## config.mk

```make
export PLATFORM = sky130hd
export DESIGN_NAME = ps2_host_tx_flat
export DESIGN_NICKNAME = d
export VERILOG_FILES = /design/src/rtl/ps2_host_tx_if.sv /design/src/rtl/ps2_host_tx.sv /design/src/flat_wrapper.sv
export SDC_FILE = /design/constraint.sdc
export NUM_CORES = 1
export LEC_CHECK = 0
export CAP_MARGIN = 20
export CORE_ASPECT_RATIO = 1.4
export CORE_MARGIN = 2
export CORE_UTILIZATION = 60
export DETAILED_ROUTE_END_ITERATION = 7
export MAX_ROUTING_LAYER = met4
export PLACE_DENSITY = 0.78
export RECOVER_POWER = 50
export SYNTH_ARGS = -nofsm -noshare
export SYNTH_HDL_FRONTEND = slang
export SYNTH_SLANG_ARGS = --single-unit
```

## constraint.sdc

```tcl
create_clock -name clk -period 2.6 [get_ports clk]
set_input_delay 0.39 -clock clk [delete_from_list [all_inputs] [get_ports clk]]
set_output_delay 0.39 -clock clk [all_outputs]
set_load 0.05 [all_outputs]
```

## src/rtl/ps2_host_tx_if.sv

```systemverilog
// PS/2 host transmitter bundle: command handshake, status and line controls.
// Master side issues commands and supplies raw lines; slave is the transmitter.
interface ps2_host_tx_if;
  logic       tx_start;
  logic [7:0] tx_data;
  logic       ps2_clk_in;
  logic       ps2_data_in;
  logic       ps2_clk_oe;
  logic       ps2_data_oe;
  logic       busy;
  logic       done;
  logic       ack_err;
  logic       timeout;

  modport master (
    output tx_start, tx_data,
    output ps2_clk_in, ps2_data_in,
    input  ps2_clk_oe, ps2_data_oe,
    input  busy, done, ack_err, timeout
  );

  modport slave (
    input  tx_start, tx_data,
    input  ps2_clk_in, ps2_data_in,
    output ps2_clk_oe, ps2_data_oe,
    output busy, done, ack_err, timeout
  );
endinterface

```

## src/rtl/ps2_host_tx.sv

```systemverilog
// Host-to-device PS/2 transmitter: inhibit, request-to-send, serialise on
// device clock falls, check ACK; drives open-drain lines via pull-low enables.
module ps2_host_tx #(
  parameter int unsigned INHIBIT_CYCLES = 5000,
  parameter int unsigned TIMEOUT_CYCLES = 750000
) (
  input  logic clk,
  input  logic rst,
  ps2_host_tx_if.slave bus
);

  localparam int IW = $clog2(INHIBIT_CYCLES + 1);
  localparam int TW = $clog2(TIMEOUT_CYCLES + 1);
  localparam logic [IW-1:0] INH_LAST = IW'(INHIBIT_CYCLES - 1);
  localparam logic [TW-1:0] TO_LAST  = TW'(TIMEOUT_CYCLES - 1);

  typedef enum logic [2:0] {
    S_IDLE,
    S_INHIBIT,
    S_RTS,
    S_SEND,
    S_ACK,
    S_WAIT_IDLE
  } state_e;

  state_e        state_q, state_d;
  logic [9:0]    frame_q, frame_d;
  logic [3:0]    bit_cnt_q, bit_cnt_d;
  logic [IW-1:0] inh_q, inh_d;
  logic [TW-1:0] to_q, to_d;
  logic          done_q, done_d;
  logic          to_pls_q, to_pls_d;
  logic          ack_err_q, ack_err_d;

  logic [1:0]    clk_s_q;
  logic [1:0]    dat_s_q;
  logic          clk_prev_q;

  logic          clk_sync;
  logic          dat_sync;
  logic          fall;
  logic          active;
  logic          pull_clk;
  logic          pull_dat;

  assign clk_sync = clk_s_q[1];
  assign dat_sync = dat_s_q[1];
  assign fall     = clk_prev_q & ~clk_sync;
  assign active   = (state_q == S_RTS) || (state_q == S_SEND) ||
                    (state_q == S_ACK) || (state_q == S_WAIT_IDLE);

  always_ff @(posedge clk) begin
    if (rst) begin
      state_q    <= S_IDLE;
      frame_q    <= '1;
      bit_cnt_q  <= '0;
      inh_q      <= '0;
      to_q       <= '0;
      done_q     <= 1'b0;
      to_pls_q   <= 1'b0;
      ack_err_q  <= 1'b0;
      clk_s_q    <= 2'b11;
      dat_s_q    <= 2'b11;
      clk_prev_q <= 1'b1;
    end else begin
      state_q    <= state_d;
      frame_q    <= frame_d;
      bit_cnt_q  <= bit_cnt_d;
      inh_q      <= inh_d;
      to_q       <= to_d;
      done_q     <= done_d;
      to_pls_q   <= to_pls_d;
      ack_err_q  <= ack_err_d;
      clk_s_q    <= {clk_s_q[0], bus.ps2_clk_in};
      dat_s_q    <= {dat_s_q[0], bus.ps2_data_in};
      clk_prev_q <= clk_sync;
    end
  end

  always_comb begin
    state_d   = state_q;
    frame_d   = frame_q;
    bit_cnt_d = bit_cnt_q;
    inh_d     = inh_q;
    to_d      = to_q;
    done_d    = 1'b0;
    to_pls_d  = 1'b0;
    ack_err_d = ack_err_q;
    pull_clk  = 1'b0;
    pull_dat  = 1'b0;

    unique case (state_q)
      S_IDLE: begin
        if (bus.tx_start) begin
          frame_d   = {1'b1, ~^bus.tx_data, bus.tx_data};
          inh_d     = '0;
          ack_err_d = 1'b0;
          state_d   = S_INHIBIT;
        end
      end
      S_INHIBIT: begin
        pull_clk = 1'b1;
        inh_d    = inh_q + IW'(1);
        // start bit goes low while the clock is still held
        if (inh_q == INH_LAST) begin
          pull_dat = 1'b1;
          to_d     = '0;
          state_d  = S_RTS;
        end
      end
      S_RTS: begin
        pull_dat = 1'b1;
        if (fall) begin
          bit_cnt_d = 4'd1;
          state_d   = S_SEND;
        end
      end
      S_SEND: begin
        pull_dat = ~frame_q[0];
        if (fall) begin
          frame_d   = {1'b1, frame_q[9:1]};
          bit_cnt_d = bit_cnt_q + 4'd1;
          if (bit_cnt_q == 4'd9) state_d = S_ACK;
        end
      end
      S_ACK: begin
        if (fall) begin
          ack_err_d = dat_sync;
          state_d   = S_WAIT_IDLE;
        end
      end
      S_WAIT_IDLE: begin
        if (clk_sync && dat_sync) begin
          done_d  = 1'b1;
          state_d = S_IDLE;
        end
      end
      default: state_d = S_IDLE;
    endcase

    if (active) begin
      to_d = to_q + TW'(1);
      // abort wins over any same-cycle fall or completion
      if (to_q == TO_LAST) begin
        state_d   = S_IDLE;
        to_pls_d  = 1'b1;
        done_d    = 1'b0;
        ack_err_d = ack_err_q;
        frame_d   = frame_q;
        bit_cnt_d = bit_cnt_q;
      end
    end
  end

  assign bus.ps2_clk_oe  = pull_clk;
  assign bus.ps2_data_oe = pull_dat;
  assign bus.busy        = (state_q != S_IDLE);
  assign bus.done        = done_q;
  assign bus.ack_err     = ack_err_q;
  assign bus.timeout     = to_pls_q;

endmodule
```

## src/flat_wrapper.sv

```systemverilog
// flat-port wrapper written by rule: the top's interface ports become plain ports
module ps2_host_tx_flat 
#(
  parameter int unsigned INHIBIT_CYCLES = 5000,
  parameter int unsigned TIMEOUT_CYCLES = 750000
)
  (clk, rst, bus_tx_start, bus_tx_data, bus_ps2_clk_in, bus_ps2_data_in, bus_ps2_clk_oe, bus_ps2_data_oe, bus_busy, bus_done, bus_ack_err, bus_timeout);
  ps2_host_tx_if bus_i ();
  input  logic clk;
  input  logic rst;
  input wire logic [$bits(bus_i.tx_start)-1:0] bus_tx_start;
  input wire logic [$bits(bus_i.tx_data)-1:0] bus_tx_data;
  input wire logic [$bits(bus_i.ps2_clk_in)-1:0] bus_ps2_clk_in;
  input wire logic [$bits(bus_i.ps2_data_in)-1:0] bus_ps2_data_in;
  output wire logic [$bits(bus_i.ps2_clk_oe)-1:0] bus_ps2_clk_oe;
  output wire logic [$bits(bus_i.ps2_data_oe)-1:0] bus_ps2_data_oe;
  output wire logic [$bits(bus_i.busy)-1:0] bus_busy;
  output wire logic [$bits(bus_i.done)-1:0] bus_done;
  output wire logic [$bits(bus_i.ack_err)-1:0] bus_ack_err;
  output wire logic [$bits(bus_i.timeout)-1:0] bus_timeout;
  assign bus_i.tx_start = bus_tx_start;
  assign bus_i.tx_data = bus_tx_data;
  assign bus_i.ps2_clk_in = bus_ps2_clk_in;
  assign bus_i.ps2_data_in = bus_ps2_data_in;
  assign bus_ps2_clk_oe = bus_i.ps2_clk_oe;
  assign bus_ps2_data_oe = bus_i.ps2_data_oe;
  assign bus_busy = bus_i.busy;
  assign bus_done = bus_i.done;
  assign bus_ack_err = bus_i.ack_err;
  assign bus_timeout = bus_i.timeout;
  ps2_host_tx #(.INHIBIT_CYCLES(INHIBIT_CYCLES), .TIMEOUT_CYCLES(TIMEOUT_CYCLES)) u_core (.clk(clk), .rst(rst), .bus(bus_i));
endmodule
```

=== After elaboration in Yosys (flattened, before gate mapping) ===
Cells that the tools add are included.

* Add/sub/neg operators: 3
* Multiply operators: 0
* Divide/modulo/power cells: 0
* Order comparisons: 0
* Equality and inequality tests: 10
* Shift-type cells: 0
* Multiplexer cells: 38
* Bitwise operators: 4
* Reductions and logical operators: 13

{| class="wikitable"
|+ Operators with widths
! kind !! number
|-
| 20-bit 2-to-1 mux || 3
|-
| 10-bit 2-to-1 mux || 4
|-
| 3-bit 2-to-1 mux || 9
|-
| 13-bit one-hot mux with 2 select lines || 1
|-
| 20-bit by 1-bit adder with 20-bit output, second input constant || 1
|-
| 20-bit equality test, second input constant || 1
|-
| 10-bit one-hot mux with 2 select lines || 1
|-
| 3-bit one-hot mux with 6 select lines || 1
|-
| 4-bit 2-to-1 mux || 4
|-
| 13-bit by 1-bit adder with 13-bit output, second input constant || 1
|-
| 13-bit equality test, second input constant || 1
|-
| 13-bit 2-to-1 mux || 1
|-
| 1-bit 2-to-1 mux || 11
|-
| 4-bit one-hot mux with 2 select lines || 1
|-
| 8-bit XNOR reduction || 1
|-
| 3-bit by 2-bit equality test with 1-bit output, second input constant || 2
|-
| 3-bit equality test, second input constant || 2
|-
| 2-bit nonzero test || 3
|-
| 4-bit by 1-bit adder with 4-bit output, second input constant || 1
|-
| 4-bit equality test, second input constant || 1
|-
| 2-bit != test, second input constant || 2
|-
| 2-bit AND reduction || 2
|-
| 3-bit by 1-bit equality test with 1-bit output, second input constant || 1
|-
| 3-bit zero test || 1
|-
| 8 further kinds || 12
|}

* Register bits: 58
* Bits in latches: 0
* Bits in writable memories: 0
* Bits in read-only memories: 0
* Input bits: 13
* Output and inout port bits: 6
* Word-level logic and storage cells: 79
* Memories: 0

=== Depth between registers and ports, before layout ===
Gate-level depths: netlist (run 1).

* Word-level depth: 6
* Depth in mapped cells: 7
* Gate-level depth less buffers: 5

=== Worst setup path after synthesis (run 1) ===
No wires, ideal clock.

* Path type: register to output
* From: register u_core.state_q[1]
* To: output port bus_ps2_data_oe
* Arrival time: 1,987 ps
* Data required time: 2,210 ps
* Path slack: 223 ps
* Cell stages (with the launch flop): 7
* Path buffers: 3
* Cells stage by stage: dfxtp_1 buf_2 or3b_4 or4_4 buf_6 buf_12 nand2_1

* Cells in the longest elaborated chain, start to end: 2
* Elaborated cells between the ends (all ways): 4
* Those cells by class: eq/ne: 3; mux: 1

{| class="wikitable"
|+ Ends and longest elaborated chain
! element !! line !! RTL
|-
| start, declared || ps2_host_tx.sv:26 || <nowiki>state_e state_q, state_d;</nowiki>
|-
| start signal, assigned || ps2_host_tx.sv:66 || <nowiki>state_q <= state_d;</nowiki>
|-
| 3-bit by 2-bit equality test with 1-bit output or 3-bit by 1-bit equality test with 1-bit output (tied branches) || ps2_host_tx.sv:92 || <nowiki>unique case (state_q)</nowiki>
|-
| 1-bit one-hot mux with 3 select lines (*) || ps2_host_tx.sv:92 ||
|-
| end, declared || flat_wrapper.sv:16 || <nowiki>output wire logic [$bits(bus_i.ps2_data_oe)-1:0] bus_ps2_data_oe;</nowiki>
|}

Mark *: on every way between the ends. The rest lies on a longest branch, timed or not.

=== Worst setup path after layout (run 1) ===
* From: register u_core.inh_q[4]
* To: output port bus_ps2_data_oe

* Cells in the longest elaborated chain, start to end: 3

{| class="wikitable"
|+ Ends and longest elaborated chain
! element !! line !! RTL
|-
| start, declared || ps2_host_tx.sv:29 || <nowiki>logic [IW-1:0] inh_q, inh_d;</nowiki>
|-
| start signal, assigned || ps2_host_tx.sv:69 || <nowiki>inh_q <= inh_d;</nowiki>
|-
| 13-bit equality test || ps2_host_tx.sv:105 || <nowiki>if (inh_q == INH_LAST) begin</nowiki>
|-
| 1-bit 2-to-1 mux || ps2_host_tx.sv:105 ||
|-
| 1-bit one-hot mux with 3 select lines || ps2_host_tx.sv:92 ||
|}

No other way between the ends.

==> impl.org, run 1 <==
** Synthesis
- The mapped netlist covers between 0.003 and 0.004 mm².
- Number of storage elements in the synthesis netlist :: 57
- Yosys warning count :: 0
- Counting every net in the synthesized netlist gives approximately 400.
- Of the synthesized area, sequential elements account for 0.348.
- The most used flip-flop cell after synthesis is sky130_fd_sc_hd__dfxtp_1.
- Post-synthesis instance total :: ~380
- Number of enable-type register cells in the synthesized netlist :: 0
- Count of distinct cell types in the synthesized netlist :: 66
- Asr flop ratio synth :: 0
- Mapped Avg Cell Area :: around 8.5 µm²

** Detailed routing
- In the routed design, unresolved DRC markers number 0.
- Routed wire length :: about 7700 µm
- In the routed layout, each cell is associated on average with a via count of approximately 6.5.
- After detailed routing, no signal wire sits above met4.
- Initial detailed-routing violation count :: 168
- After detailed routing, the average wire length per cell comes to between 15 and 20 µm.
- The routed design uses 4100 µm of met2 wire.
- After detailed routing, the wire length on met1 is between 3000 and 4000 µm.
- In this run the remaining antenna-violating nets after routing total 0.
- Vias post-DR :: just over 3k
- 1st-pass router iterations :: 5
- Metal3 WL :: approximately 230 µm

** Die
- In this run the vertical extent of the chip is approximately 92 µm.
- Starting density of the core :: 0.627
- Core Region :: between 0.005 and 0.006 mm²
- The die covers 0.00609 mm².
- Pin placement for this block handled 19 I/O pins.
- Placement row count :: 31
- In this run the horizontal extent of the chip is between 60 and 70 µm.

** Power
- The worst-case IR drop observed on VDD is approximately 320 µV.
- Reg power frac :: 0.506
- The share of total power dissipated in combinational logic is 0.091.
- Of the total power, the share spent switching nets is 0.242.
- Share of total power in the clock network :: 0.403
- Reported net switching power :: about 430 µW
- Total leakage power :: between 0.001 and 0.0015 µW
- For this design the ratio of total power to cell area is slightly below 500 mW/mm².
- Internal Dissipation :: 1350 µW

** Timing
- Headroom to the max-slew limit :: -0.00838
- Setup total negative slack on the finished layout was measured at 0 ns.
- Share of the cycle needed by the critical path after routing :: 0.938
- The max-slew violation total from the final report is 36.
- Fin Clk Skew :: a little over 0.01 ns
- RSZ-0062 raised after global routing :: false
- The final count of hold timing violations was 0.
- Post-layout min period :: between 2 and 2.5 ns
- Based on the critical path, the design can be clocked at up to 410 MHz.
- Final setup violating endpoints :: 0
- Worst slew pin tran :: around 1.5 ns

** Placement
- Number of I/O port buffers :: 18
- Placed wire-length estimate after detailed placement :: 5320 µm
- Final weighted congestion of routability-driven global placement :: between 0.8 and 0.9

** CTS
- In this run, post-CTS repair resized a total of 0 instances.
- Hold buffers post-CTS :: 0
- Clock transition at the register clock pins on the worst setup and hold paths after CTS :: 0.06 ns
- Cell at the root of the clock tree :: sky130_fd_sc_hd__clkbuf_8
- CTS tree :: built
- Counting the buffers created by CTS gives 9.
- Buffers added to address setup during post-CTS repair amount to 0.
- Buffer levels on the longest clock path :: 2
- The H-tree generated during clock tree synthesis spans 3 levels.
- The later pin in the worst-skew pair is clocked with a latency of 0.34 ns.
- Total number of clock tree sinks :: 57

** Global route
- Largest net degree at the start of global routing :: 36
- The initial antenna violation count came to 0.
- The first global-routing pass estimated around 13,000 µm of wire.
- Total Routing Usage GR :: 0.284
- The total overflow left after global routing is 0.
- Number of global-route vias before repair :: roughly 2.9k

** Cells and area
- The layout has about 450 filler cells.
- Across the whole layout, storage elements account for 0.00114 mm².
- Share of final-layout standard cells stronger than drive strength 1 :: 0.137
- Diodes inserted :: 0
- Total Nets Final :: 416
- Relative to the synthesized area, the layout overhead comes to 11.2%.
- In the final layout, the multi-input gates occupy ~0.002 mm².
- Layout Utilization :: 0.697

** Min path
- Hold/Removal Path Class :: reg -> reg

** Critical path
- Critical path type :: reg -> out
- Of all nets on the critical path, the largest fanout is 9.
- Req. time, crit path :: 2.21 ns
- For the worst setup path, the data arrival time is 2.05 ns.
- Critical Path End Type :: output pin
- STA classifies the critical path startpoint as a flop.

** Outcome
- Outcome :: finished, violations left
- The final reports fail on capacitance limit, slew limit.

** Job
- Max-capacitance violation count :: 1
==> final timing paths <==
path,start,to,slack [ns],depth (start not counted)
max reg2reg,u_core.inh_q[4],u_core.to_q[7],0.28,5
max,u_core.inh_q[4],bus_ps2_data_oe,0.16,4
min reg2reg,u_core.clk_s_q[0],u_core.clk_s_q[1],0.41,1
min,u_core.clk_s_q[0],u_core.clk_s_q[1],0.41,1
==> cell usage in the layout, fill, tap and decap left out, drive strengths merged, types with 8 or more instances in the layout <==
| master | synthesis | routed |
|---|---|---|
| a211oi | 13 | 13 |
| a21oi | 23 | 23 |
| a31oi | 10 | 10 |
| and3 | 13 | 13 |
| buf | 8 | 11 |
| clkbuf | 17 | 17 |
| clkdlybuf4s50 | 0 | 12 |
| dfxtp | 57 | 57 |
| mux2i | 10 | 10 |
| nand2 | 28 | 28 |
| nand3 | 27 | 27 |
| nand4 | 11 | 11 |
| nor2 | 29 | 29 |
| o21ai | 12 | 12 |
| or2 | 8 | 8 |
| or4 | 10 | 10 |
==> cell usage after synthesis, types with 6 or more instances <==
cell type | count | area share
sky130_fd_sc_hd__or2_2 | 8 | 0.015
sky130_fd_sc_hd__and4_1 | 6 | 0.016
sky130_fd_sc_hd__and3_1 | 13 | 0.025
sky130_fd_sc_hd__xnor2_1 | 7 | 0.019
sky130_fd_sc_hd__clkbuf_1 | 15 | 0.017
sky130_fd_sc_hd__dfxtp_1 | 57 | 0.35
sky130_fd_sc_hd__a31oi_1 | 10 | 0.019
sky130_fd_sc_hd__nand4_1 | 10 | 0.019
sky130_fd_sc_hd__o21ai_0 | 11 | 0.017
sky130_fd_sc_hd__or4_1 | 7 | 0.016
sky130_fd_sc_hd__nand3_1 | 20 | 0.030
sky130_fd_sc_hd__nor3_1 | 7 | 0.011
sky130_fd_sc_hd__a21oi_1 | 23 | 0.035
sky130_fd_sc_hd__nand3_2 | 7 | 0.021
sky130_fd_sc_hd__a211oi_1 | 12 | 0.027
sky130_fd_sc_hd__nand2_1 | 28 | 0.032
sky130_fd_sc_hd__nor2_1 | 29 | 0.033
sky130_fd_sc_hd__mux2i_1 | 10 | 0.030
==> metal layers <==
| metal | track usage | vias to the layer above |
|---|---|---|
| li1 | - | 1492 |
| met1 | 0.315 | 1495 |
| met2 | 0.482 | 60 |
| met3 | 0.0706 | 13 |
| met4 | 0.104 | 0 |
| met5 | - | - |
==> cell type report <==
type	count	area share
sequential	57	0.313
multi-input combinational	297	0.541
tap	66	0.0226
clock buffer	14	0.0446
timing repair buffer	29	0.0740
inverter	5	0.00514
==> worst max-delay path, stage by stage, from the launching register on <==
cell                      delay (ns)
sky130_fd_sc_hd__dfxtp_1        0.38
sky130_fd_sc_hd__or4b_4         0.54
sky130_fd_sc_hd__or4_4          0.52
sky130_fd_sc_hd__nand2_1        0.13
sky130_fd_sc_hd__buf_12         0.14
==> cells by family (layout without fill, tap and decap cells) <==
logic type      count (synthesis)  after routing  synth area share
compound gates                 87             87             0.183
flops                          57             57             0.348
buf+inv                        30             48            0.0465
fa+ha+maj                       4              4            0.0152
mux                            13             13            0.0408
xor+xnor                        9              9            0.0240
simple gates                  184            184             0.343
==> power by group through the flow <==
| stage | Sequential (µW) | Clock [µW] | Combinational (µW) |
|---|---|---|---|
| CTS | 903 | 728 | 164 |
| finish | 904 | 720 | 162 |
| global route | 905 | 769 | 177 |
| floorplan | 919 | 0 | 111 |
| detailed placement | 923 | 0 | 162 |
| global placement | 921 | 0 | 160 |
==> metrics by stage <==
step | setup WS (ns) | power [µW] | cells | hold slack [ns] | cell area [µm²]
floorplan | 0.223 | 1030 | 384 | 0.389 | 3280
global placement | 0.483 | 1080 | 454 | 0.392 | 3510
detailed placement | 0.429 | 1080 | 454 | 0.403 | 3510
CTS | 0.158 | 1790 | 468 | 0.418 | 3670
global route | 0.0811 | 1850 | 468 | 0.424 | 3650
finish | 0.162 | 1790 | 468 | 0.414 | 3650
==> flip-flops by register name, summed over array words and instances (netlist names) <==
register and count:
u_core.bus.ack_err 1, u_core.dat_s_q 2, u_core.clk_s_q 2, u_core.bus.done 1, u_core.bus.timeout 1, u_core.state_q 3
u_core.bit_cnt_q 4, u_core.clk_prev_q 1, u_core.frame_q 9, u_core.inh_q 13, u_core.to_q 20
No activity file was read; power rests on OpenSTA's default activity.
==> run 2: changes to the inputs <==
--- a/config.mk
+++ b/config.mk
@@ -11,7 +11,7 @@
 export CORE_UTILIZATION = 60
 export DETAILED_ROUTE_END_ITERATION = 7
 export MAX_ROUTING_LAYER = met4
-export PLACE_DENSITY = 0.78
+export PLACE_DENSITY_LB_ADDON = 0.25
 export RECOVER_POWER = 50
 export SYNTH_ARGS = -nofsm -noshare
 export SYNTH_HDL_FRONTEND = slang
==> run 2 against run 1 <==
The flow still finishes with violations (capacitance limit, slew limit). Critical endpoint unchanged. Power grew 11%. Setup slack worse by 0.066 ns. Register-to-register slack better by 0.11 ns. Clock skew is 0.0042 ns lower. Via count rose by 0.62%. Sequential power is essentially flat. Non-clock buffer count decreased by 1.
==> impl.org, run 2 (synthesis gave the netlist of run 1 again) <==
** Outcome
- The flow ran to the end, but the final reports show violations.
- The final reports fail on capacitance limit, slew limit.

** Timing
- Achievable frequency :: 399 MHz (-2.6%)
- Post-layout min period :: 2.50 ns (+0.0657 ns)
- The max-slew violation total from the final report came to 48 (+33%).
- The fraction of the cycle the final worst path needs came to 0.963 (+0.0253).
- RSZ-0062 raised after global routing :: false
- The max-slew headroom at the worst pin was -0.199 (-0.191).
- The actual slew at the worst max-slew pin was 1.80 ns (+0.286 ns).
- The worst setup margin is 0.0959 ns (-0.0657 ns).
- The final count of hold timing violations was 0 (unchanged).
- Sum Neg Setup Slack :: 0 ns (unchanged)
- The number of failing setup endpoints in the final timing report was 0 (unchanged).
- The worst hold slack after final layout was 0.413 ns (-0.000822 ns).
- Fin Clk Skew :: 0.00599 ns (-0.00420 ns)

** Cells and area
- Ranked by flip-flop count, first place goes to u_core.to_q.
- Highest-count cells in the layout ignoring fill and taps :: 57 x sky130_fd_sc_hd__dfxtp_1, 29 x sky130_fd_sc_hd__nor2_1, 28 x sky130_fd_sc_hd__nand2_1
- Register Area :: 0.00114 mm² (unchanged)
- Number of flip-flops in the largest register :: 20 (unchanged)
- The final instance area came to 0.00371 mm² (+1.6%).
- The library cell used most frequently in the layout, excluding fill and tap cells, is sky130_fd_sc_hd__dfxtp_1.
- Combined area of the multi-input logic cells :: 0.00199 mm² (+0.76%)
- Share of final-layout standard cells stronger than drive strength 1 :: 0.149 (+0.0121)
- The antenna cell count came to 0 (unchanged).
- Growth of design area from synthesis to finish :: 13.0%
- Filler instances :: 414 (-7.6%)
- The number of nets in the finished design was 415 (-0.24%).
- Top flop regs :: u_core.to_q (20), u_core.inh_q (13), u_core.frame_q (9)

** Critical path
- Critical Path End Type :: output pin
- The critical path data arrival time is 2.11 ns (+0.06 ns).
- Req. time, crit path :: 2.21 ns (about the same)
- The depth of the worst register-to-register path was 5 (unchanged).
- Worst setup SP type :: flop
- The maximum cell stage delay along the critical path is 0.58 ns (+0.04 ns).
- The number of cells on the critical path came to 4 (unchanged).
- On the critical path, the stage with the largest delay is an instance of sky130_fd_sc_hd__or4_4.
- Critical path type :: reg -> out
- Bufs and invs on worst path :: 1 (unchanged)
- Walking the worst path, the cells encountered are or3b_4, or4_4, nand2_1, buf_12.
- The internal reg-to-reg setup slack is 0.39 ns (+0.11 ns).
- Among cell families on the critical path, the largest total delay comes from simple AND/OR/NAND/NOR gates.
- The largest fanout on the critical path came to 13 (+4).

** Die
- The number of I/O pins was 19 (unchanged).
- The area of the placeable core was 0.00524 mm² (unchanged).
- Placement row count :: 31 (unchanged)
- The die span in x is 66.5 µm (unchanged).
- The initial core utilization came to 0.627 (unchanged).
- Die outline height :: 91.5 µm (unchanged)
- The area of the die was 0.00609 mm² (unchanged).

** CTS
- Total number of clock tree sinks :: 57 (unchanged)
- The number of hold buffers added after cts came to 0 (unchanged).
- Clock tree synthesis selected as its root buffer the cell sky130_fd_sc_hd__clkbuf_8.
- The count of instances resized after the clock tree is built came to 0 (unchanged).
- Clock transition at the register clock pins on the worst setup and hold paths after CTS :: 0.07 ns (about the same)
- The clock tree buffer depth came to 2 (unchanged).
- The later-pin clock latency in the skew report was 0.35 ns (about the same).
- Deepest level of the CTS H-tree :: 3 (unchanged)
- TritonCTS built the clock tree.
- Post-CTS Setup Bufs :: 0 (unchanged)
- Total CTS buffers :: 9 (unchanged)

** Placement
- Number of I/O port buffers :: 18 (unchanged)
- The area of placed instances came to 0.00350 mm² (-0.21%).
- Final weighted congestion of routability-driven global placement :: 0.834 (-4.3%)
- The detailed-placement wirelength estimate was 5320 µm (about the same).
- Post-placement setup slack :: 0.433 ns (+0.00387 ns)

** Min path
- The min-delay analysis places its worst path in the category reg -> reg.
- Hold depth :: 1 (unchanged)

** Global route
- The met3 usage in global routing was 0.0520 (-0.0186).
- Global Route met2 Usage :: 0.478 (-0.00333)
- The maximum number of pins on one net before global-route repair is 48 (+33%).
- The initial antenna violation count came to 0 (unchanged).
- The global routing met1 resource utilization came to 0.304 (-0.0110).
- Remaining Overflow, GRT :: 0 (unchanged)
- The global-route wire length before repair came to 12,900 µm (-2.4%).
- The total track usage was 0.276 (-0.00750).
- Number of global-route vias before repair :: 2,877 (+0.10%)
- Most utilized layer in the global route result :: met2

** Power
- The overall power of the completed layout is 1980 µW (+11%).
- IR Drop Worst-Case VDD :: 496 µV (+57%)
- Power Density :: 534 mW/mm² (+9.1%)
- The leakage dissipation is 0.00126 µW (+0.42%).

** Detailed routing
- The DRC marker count from the first detailed-route iteration was 182 (+8.3%).
- The number of iterations in the first detailed-routing pass is 5 (unchanged).
- The total wire length after detailed routing is 7680 µm (-0.58%).
- The via density per instance was 6.57 (+0.41%).
- The wire length per cell after detailed routing came to 16.4 µm (-0.79%).
- The overall via count from detail_route is 3,079 (+0.62%).
- The post-detailed-route count of antenna-violating nets came to 0 (unchanged).
- The total DRC errors in the routed layout is 0 (unchanged).

** Job
- Max-capacitance violation count :: 1 (unchanged)
## run 2: cell types whose count changed in the layout (fill, tap and decap cells not counted)
| cell | previous run | this run |
|---|---|---|
| sky130_fd_sc_hd__buf_4 | 9 | 7 |
| sky130_fd_sc_hd__clkbuf_1 | 5 | 4 |
| sky130_fd_sc_hd__clkinv_2 | 0 | 1 |
| sky130_fd_sc_hd__nand3_2 | 4 | 7 |
| sky130_fd_sc_hd__bufinv_16 | 0 | 2 |
| sky130_fd_sc_hd__clkinvlp_4 | 0 | 4 |
| sky130_fd_sc_hd__clkbuf_8 | 11 | 9 |
| sky130_fd_sc_hd__clkbuf_2 | 1 | 0 |
| sky130_fd_sc_hd__nand3_1 | 23 | 20 |
## run 2: cell type report
cell class / count / share of cell area
inverters: 5 / 0.00506
well taps: 66 / 0.0223
clock inverters: 7 / 0.0256
clock buffers: 9 / 0.0334
repair buffers: 28 / 0.0695
multi-input cells: 297 / 0.536
flip-flops and latches: 57 / 0.308
## run 2: layer usage
metal | vias to the layer above | part of all wire
li1 | 1496 | -
met1 | 1460 | 0.41
met2 | 103 | 0.52
met3 | 20 | 0.046
met4 | 0 | 0.022
met5 | - | 0
## run 2: report_power, final
group	total, µW	switching (µW)	internal (µW)
logic	161	89.2	71.4
registers	904	12.1	891
clock network	916	380	536
## run 2: metrics by stage
stage | std cells | util
after floorplan | 384 | -
after global placement | 453 | 0.669
after detailed placement | 453 | 0.669
after CTS | 469 | 0.711
after global routing | 469 | 0.708
final | 469 | 0.708
## run 2: path summary, 6_finish.rpt
path	end	from
max	bus_ps2_data_oe	u_core.state_q[1]
min	u_core.dat_s_q[1]	u_core.dat_s_q[0]
max reg2reg	u_core.to_q[18]	u_core.to_q[0]
min reg2reg	u_core.dat_s_q[1]	u_core.dat_s_q[0]
